==> src/rtl/cic_uart_streamer.sv <==
// cic_uart_streamer
//   Captures 32-bit CIC decimator output samples into a small FIFO and sends
//   each one to the host as a 5-byte UART 8N1 frame: 0xA5, then the sample
//   MSB byte first. Samples that arrive while the FIFO is full are dropped,
//   and the sticky overflow flag is set.
//
// Ports
//   clk          system clock
//   rst          synchronous, active-high reset
//   sample_in    CIC output sample, qualified by sample_valid
//   sample_valid one-cycle pulse per sample
//   tx           registered UART serial output, idle high
//   busy         high while a frame is on the line (FSM not IDLE)
//   overflow     sticky drop flag, cleared only by rst
//   fifo_level   FIFO occupancy, 0..2**FIFO_AW
//
// Handshake: there is no back-pressure. A sample is accepted on any edge
//   where sample_valid=1 and the FIFO was not full at the start of that
//   cycle. Otherwise the sample is discarded.
module cic_uart_streamer #(
   parameter int CLK_DIV = 50,
   parameter int FIFO_AW = 4
) (
   input  logic               clk,
   input  logic               rst,
   input  logic [31:0]        sample_in,
   input  logic               sample_valid,
   output logic               tx,
   output logic               busy,
   output logic               overflow,
   output logic [FIFO_AW:0]   fifo_level
);

   localparam int DEPTH = 1 << FIFO_AW;
   localparam int BW    = (CLK_DIV > 2) ? $clog2(CLK_DIV) : 1;

   typedef enum logic [1:0] {IDLE, START, DATA, STOP} state_t;

   state_t              state, state_n;
   logic [BW-1:0]       baud_cnt, baud_n;
   logic [2:0]          bit_idx, bit_n;
   logic [2:0]          byte_idx, byte_n;
   logic [39:0]         frame, frame_n;
   logic                tx_n;
   logic [7:0]          cur_byte;
   logic                baud_done;
   logic                push, pop, full;

   logic [31:0]         mem [DEPTH];
   logic [FIFO_AW-1:0]  wr_ptr, rd_ptr;

   assign full      = (fifo_level == (FIFO_AW+1)'(DEPTH));
   assign push      = sample_valid && !full;
   assign baud_done = (baud_cnt == BW'(CLK_DIV - 1));
   assign busy      = (state != IDLE);

   // Next-state logic. The baud counter restarts on every state entry, so
   // each START, DATA bit, and STOP lasts exactly CLK_DIV cycles.
   always_comb begin
      state_n  = state;
      baud_n   = baud_cnt + 1'b1;
      bit_n    = bit_idx;
      byte_n   = byte_idx;
      frame_n  = frame;
      pop      = 1'b0;
      case (state)
         IDLE: begin
            baud_n = '0;
            if (fifo_level != '0) begin
               pop     = 1'b1;
               frame_n = {8'hA5, mem[rd_ptr]};
               byte_n  = '0;
               state_n = START;
            end
         end
         START: begin
            if (baud_done) begin
               baud_n  = '0;
               bit_n   = '0;
               state_n = DATA;
            end
         end
         DATA: begin
            if (baud_done) begin
               baud_n = '0;
               if (bit_idx == 3'd7) state_n = STOP;
               else                 bit_n   = bit_idx + 3'd1;
            end
         end
         STOP: begin
            if (baud_done) begin
               baud_n = '0;
               if (byte_idx == 3'd4) begin
                  state_n = IDLE;
               end else begin
                  byte_n  = byte_idx + 3'd1;
                  frame_n = {frame[31:0], 8'h00};
                  state_n = START;
               end
            end
         end
         default: state_n = IDLE;
      endcase
   end

   // tx is registered from the next-state view, so the line changes on the
   // same edge as the state does and has no path from sample_valid.
   always_comb begin
      cur_byte = frame_n[39:32];
      tx_n     = 1'b1;
      case (state_n)
         START:   tx_n = 1'b0;
         DATA:    tx_n = cur_byte[bit_n];
         default: tx_n = 1'b1;
      endcase
   end

   always_ff @(posedge clk) begin
      if (rst) begin
         state      <= IDLE;
         baud_cnt   <= '0;
         bit_idx    <= '0;
         byte_idx   <= '0;
         frame      <= '0;
         tx         <= 1'b1;
         wr_ptr     <= '0;
         rd_ptr     <= '0;
         fifo_level <= '0;
         overflow   <= 1'b0;
      end else begin
         state    <= state_n;
         baud_cnt <= baud_n;
         bit_idx  <= bit_n;
         byte_idx <= byte_n;
         frame    <= frame_n;
         tx       <= tx_n;
         if (push) wr_ptr <= wr_ptr + 1'b1;
         if (pop)  rd_ptr <= rd_ptr + 1'b1;
         case ({push, pop})
            2'b10:   fifo_level <= fifo_level + 1'b1;
            2'b01:   fifo_level <= fifo_level - 1'b1;
            default: fifo_level <= fifo_level;
         endcase
         if (sample_valid && full) overflow <= 1'b1;
      end
   end

   // Storage needs no reset: contents are only read below the occupancy.
   always_ff @(posedge clk) begin
      if (push) mem[wr_ptr] <= sample_in;
   end

endmodule

==> config.mk <==
export PLATFORM = sky130hd
export DESIGN_NAME = cic_uart_streamer
export DESIGN_NICKNAME = d
export VERILOG_FILES = /design/src/rtl/cic_uart_streamer.sv
export SDC_FILE = /design/constraint.sdc
export NUM_CORES = 1
export LEC_CHECK = 0
export CAP_MARGIN = 20
export CELL_PAD_IN_SITES_DETAIL_PLACEMENT = 2
export CELL_PAD_IN_SITES_GLOBAL_PLACEMENT = 2
export CORE_UTILIZATION = 49
export CTS_CLUSTER_DIAMETER = 60
export DETAILED_ROUTE_END_ITERATION = 12
export GPL_TIMING_DRIVEN = 0
export PLACE_DENSITY = 0.85
export SLEW_MARGIN = 30
export SYNTH_ARGS = -nofsm -noshare
export SYNTH_HDL_FRONTEND = slang
export SYNTH_SLANG_ARGS = --single-unit
==> constraint.sdc <==
create_clock -name clk -period 5.3 [get_ports clk]
set_input_delay 1.06 -clock clk [delete_from_list [all_inputs] [get_ports clk]]
set_output_delay 1.06 -clock clk [all_outputs]
set_load 0.02 [all_outputs]
Word level (Yosys, flattened, before mapping)
Memory sizes are Yosys's and may differ from the RTL's. A register that Yosys moved wholly into a read port is not among the register bits.
Cells that the tools add are included.
{"block": "totals", "register_bits": 69, "ram_bits": 512, "input_bits": 35, "out_inout_bits": 8, "word_cells": 75, "mem_count": 1}
{"block": "classes", "add_sub_neg": 7, "magnitude_cmp": 1, "n_eq_ne": 14, "muxes": 31, "reduce_logical": 10}
{"name": "mem", "words": 16, "word_bits": 32, "rd": 1, "rd_clocked_by_memory_dff": 1, "write_ports": 1, "line_no": "49", "text": "logic [31:0] mem [DEPTH];"}
{"operator": "$mux W40", "count": 3}
{"operator": "$pmux W40 S2", "count": 1}
{"operator": "$mux W3", "count": 6}
{"operator": "$pmux W3 S2", "count": 2}
{"operator": "$pmux W6 S2", "count": 1}
{"operator": "$mux W2", "count": 5}
{"operator": "$pmux W5 S2", "count": 1}
{"operator": "$add A4 B1 Y4 const B", "count": 2}
{"operator": "$eq A2 B2 Y1 const B", "count": 4}
{"operator": "$mux W4", "count": 2}
{"operator": "$pmux W2 S4", "count": 1}
{"operator": "$add A3 B1 Y3 const B", "count": 2}
{"operator": "$add A6 B1 Y6 const B", "count": 1}
{"operator": "$eq A2 B1 Y1 const B", "count": 3}
{"operator": "$eq A3 B3 Y1 const B", "count": 2}
{"operator": "$eq A6 B6 Y1 const B", "count": 1}
{"operator": "$mux W1", "count": 6}
{"operator": "$mux W6", "count": 1}
{"operator": "$ne A2 B2 Y1 const B", "count": 3}
{"operator": "$reduce_bool A2 Y1", "count": 3}
{"operator": "$add A5 B1 Y5 const B", "count": 1}
{"operator": "$eq A5 B5 Y1 const B", "count": 1}
{"operator": "$reduce_bool A5 Y1", "count": 1}
{"operator": "$sub A5 B1 Y5 const B", "count": 1}
{"operator": "other kinds (8)", "count": 9}

Logic depth before layout (Yosys ltp)
{"block": "logic_depth", "word_depth": 7, "mapped_depth": 16, "ltp_nobuf": 13}

Least setup slack after synthesis
Ideal clock, no wire load.
{"block": "synth_path", "kind": "input to register", "from": "input port sample_valid", "to": "memory mem[3][0], enable pin", "setup_ns": 0.461, "arrival_ns": 3.784, "t_required_ns": 4.839, "path_slack_ns": 1.055, "path_stages": 3, "path_buffers": 0, "path_cell_list": "a21boi_2 -> nand2_1 -> nor3_1"}
{"block": "synth_between", "elab_chain_cells": 3}
{"element": "from (decl)", "line_no": "27", "text": "input logic sample_valid,"}
{"element": "$logic_and A1 B1 Y1", "line_no": "53", "text": "assign push = sample_valid && !full;"}
{"element": "$mux W1", "line_no": "150", "text": "if (push) mem[wr_ptr] <= sample_in;"}
{"element": "$mux W1 (implied by the code)", "line_no": "150"}
{"element": "to (decl)", "line_no": "49"}
Every way passes these cells.

Worst setup path in the final report
{"block": "layout_path", "from": "register state[0]", "to": "register fifo_level[4]"}
{"block": "layout_between", "elab_chain_cells": 4, "word_cells_on_any_way": 6, "cone_classes": "2 x eq/ne; 2 x mux; 2 x reduce/logical"}
{"element": "from (decl)", "line_no": "39", "text": "state_t state, state_n;"}
{"element": "from (signal assigned)", "line_no": "131", "text": "state <= state_n;"}
{"element": "$logic_not A2 Y1 (*)", "line_no": "66", "text": "case (state)"}
{"element": "$mux W1 (*)", "line_no": "66"}
{"element": "named net pop", "line_no": "47", "text": "logic push, pop, full;"}
{"element": "$eq A2 B1 Y1 or $eq A2 B2 Y1 (tied branches)", "line_no": "139", "text": "case ({push, pop})"}
{"element": "$pmux W5 S2 or $reduce_bool A2 Y1 (tied branches)"}
{"element": "to (signal assigned)", "line_no": "140", "text": "2'b10: fifo_level <= fifo_level + 1'b1;"}
{"element": "to (signal assigned)", "line_no": "141", "text": "2'b01: fifo_level <= fifo_level - 1'b1;"}
{"element": "to (signal assigned)", "line_no": "142", "text": "default: fifo_level <= fifo_level;"}
{"element": "to (decl)", "line_no": "31", "text": "output logic [FIFO_AW:0] fifo_level"}
Mark *: on every way through the listed nets, which the timed path passes. The rest lies on a longest branch.
A chain may end at the register's enable or synchronous reset.

==> results.md <==
* FF-to-FF setup slack at 1.04 ns
* Req. time, crit path at 5.78 ns
* Synth area leaders: edfxtp_1 (67%), mux4_2 (16%), dfxtp_1 (6.4%)
* Initial DRC count at 1,834
* Sw frac at 30.9%
* Netlist cell types at 60
* Die width at 218 um
* Pwr/cell area at 462 mW/mm^2
* Clk sinks at 585
* Final net count at 1,360
* Resize count post-CTS at 0
* Final Skew at 0.0293 ns
* Row Count at 78
* First-pass GRT wire length at 111,000 um
* Clock share of power at 33.6%
* Max Cap Viol at 0
* Synth Cell Area at 0.0229 mm^2
* Register bit total from synthesis at 585
* Finish-stage setup viols at 0
* Period utilization at 80.4%
* Hold Path Depth at 1
* Mapped Nets at 1,209
* Clock period minus worst slack at 4.26 ns
* DIE AREA at 0.0475 mm^2
* Fmax at 235 MHz
* Critical path destination: fifo_level[4]
* Initial antenna violation count at 1
* Fin. Hold Viols at 0
* Hpwl dp at 49,800 um
* Port Buffers at 42
* IO Count at 43
* Yosys warning total at 0
* CP Launch Point: state[0]
* Reg-to-reg endpoint: fifo_level[4]
* Worst r2r src: state[0]
* TritonCTS clock tree: built
* Gate power share at 22.7%
* Core Region at 0.0457 mm^2
* Slew HR at 34.2%
* Setup TNS at 0 ns
* Synthesized instance count at 1,157
* Routed len/inst at 40.3 um
* Largest net degree at the start of global routing at 19
* Number of global-route vias before repair at 13.9k
* Primary FF master, synth: edfxtp_1
* Placed cells at 1,847
* Seq/Total Area, Yosys at 73.7%
* Clk root buf: clkbuf_16
* CP Class: register to register
* Antenna diode count at 0
* Crit. End Element: register
* Synth Area per Inst at 19.8 um^2
* Async SR Flop Fraction at 0%
* First-pass detailed-route iteration total at 5
* Multi-input gate area at 0.00578 mm^2
* Worst ir drop on vdd at 0.000415 V
* Layout area overhead at 17.2%
* H-tree depth at 2
* Finished Layout Cells at 1,957
* Die Y at 218 um
* Routability congestion estimate at 0.826
* Final wirelength at 78,800 um
* Register Area at 0.0168 mm^2
* Hold Path Class: register to register
* R2R cell count at 16
* Vias at 13.2k
* CP Max Fanout at 10
* # hold bufs at CTS at 0
* Static Leakage at 0.00846 uW
* Post-synth EDFFs at 512
* Slew @ Worst Pin at 0.988 ns
* TritonCTS Buffers at 59
* Status: complete, no violations
* Total gr overflow at 0
* DR vias/cell at 6.75
* WHS at 0.475 ns
* Latest clock arrival within the worst-skew pair at 0.64 ns
* Synth top area share at 67.3%
* CTS clk-pin slew, worst paths at 0.06 ns
* Layout fillers at 3,647
* Synth cell count leaders: edfxtp_1 (512), mux4_2 (159), nor2_1 (116)
* CP Data Arrival Time at 4.74 ns
* Layout cells sized above 1 at 26.4%
* Most common cell in the synthesized netlist: edfxtp_1
* Dominant cell type by area after synthesis: edfxtp_1
* CP Launch Type: register
* Post-CTS Repair Setup Buffers at 0
* Starting density of the core at 50.0%
* Residual DRC count at 0
* Max Root-Sink Buffers at 3
* NetSw at 3830 uW
* RSZ-0062 raised after global routing: no
* Max Slew Vio Count at 0
* Sequential power share at 43.7%
* Routed Antenna Nets at 0
* Internal at 8550 uW
* GRT Overall Usage at 34.5%
kinds of logic after synthesis:
group / count (synthesis) / share of synthesized area [%]
mux: 168 / 16.1
buf+inv: 81 / 1.51
compound gates: 110 / 3.53
xor+xnor: 17 / 0.652
simple gates: 179 / 3.64
flops: 585 / 73.7
fa+ha+maj: 17 / 0.931
placed cells by master, fill, tap and decap left out, drive strengths merged, types with 5 or more instances in the layout:
cell / count
mux4: 159
buf: 79
nor2b: 8
clkinv: 25
a22oi: 35
nor2: 116
clkdlybuf4s50: 42
xor2: 10
edfxtp: 512
ha: 17
dfxtp: 73
inv: 17
xnor2: 7
nand2: 18
a31oi: 5
nor3: 11
nand3: 5
o21a: 5
mux2i: 6
clkbuf: 112
a21oi: 36
metal layers:
layer | track usage, % | up-vias | routed length, um
met5 | 0 | - | 12
met4 | 14.6 | 2 | 3630
met3 | 5.51 | 208 | 6440
met2 | 56.9 | 878 | 39000
met1 | 45.8 | 7113 | 29700
li1 | - | 5018 | -
power by group through the flow:
stage               combinational, uW  clock [uW]  sequential (uW)
finish                           2810        4160             5410
detailed placement               2680           0             5480
floorplan                        1690           0             5440
global placement                 2410           0             5460
CTS                              2800        4180             5410
global route                     2940        4310             5420
flip-flops by register name, summed over array words and instances, names as in the netlist, named ones only:
register / count
byte_idx: 3
baud_cnt: 6
bit_idx: 3
tx: 1
state: 2
mem: 512
frame: 40
overflow: 1
wr_ptr: 4
fifo_level: 5
rd_ptr: 4
cell type report:
class	count	share of cell area, %
Sequential cell	585	62.8
Buffer	66	1.10
Inverter	15	0.210
Clock buffer	77	5.91
Timing Repair Buffer	90	4.56
Clock inverter	33	0.985
Tap cell	600	2.80
Multi-Input combinational cell	491	21.6
worst min path at each step:
stage	from	to	slack, ns
final	baud_cnt[0]	baud_cnt[0]	0.48
after global routing	baud_cnt[0]	baud_cnt[0]	0.49
after CTS	baud_cnt[0]	baud_cnt[0]	0.48
after detailed placement	baud_cnt[0]	baud_cnt[0]	0.47
after global placement	baud_cnt[0]	baud_cnt[0]	0.45
after floorplan	baud_cnt[0]	baud_cnt[0]	0.43
per-stage QoR:
step	instance area (um^2)	setup slack, ns	utilization (%)	power, uW
after detailed placement	24900	1.20	54.6	8160
after floorplan	22900	1.06	-	7130
after global routing	26800	0.804	58.7	12700
final	26800	1.04	58.7	12400
after global placement	24000	-2.71	52.6	7870
after CTS	26800	1.06	58.6	12400
critical path, cell delays in order, from the launching register on:
cell	delay (ns)
dfxtp_1	0.34
inv_1	0.12
ha_1	0.15
buf_2	0.21
inv_2	0.13
a21oi_1	0.69
clkbuf_1	0.64
ha_1	0.33
buf_2	0.22
xor2_1	0.09
ha_1	0.22
o21a_1	0.17
o21a_1	0.19
a311oi_1	0.32
nor3_1	0.11
xnor2_1	0.14
nor2_1	0.05
(Power assumes the default switching activity.)
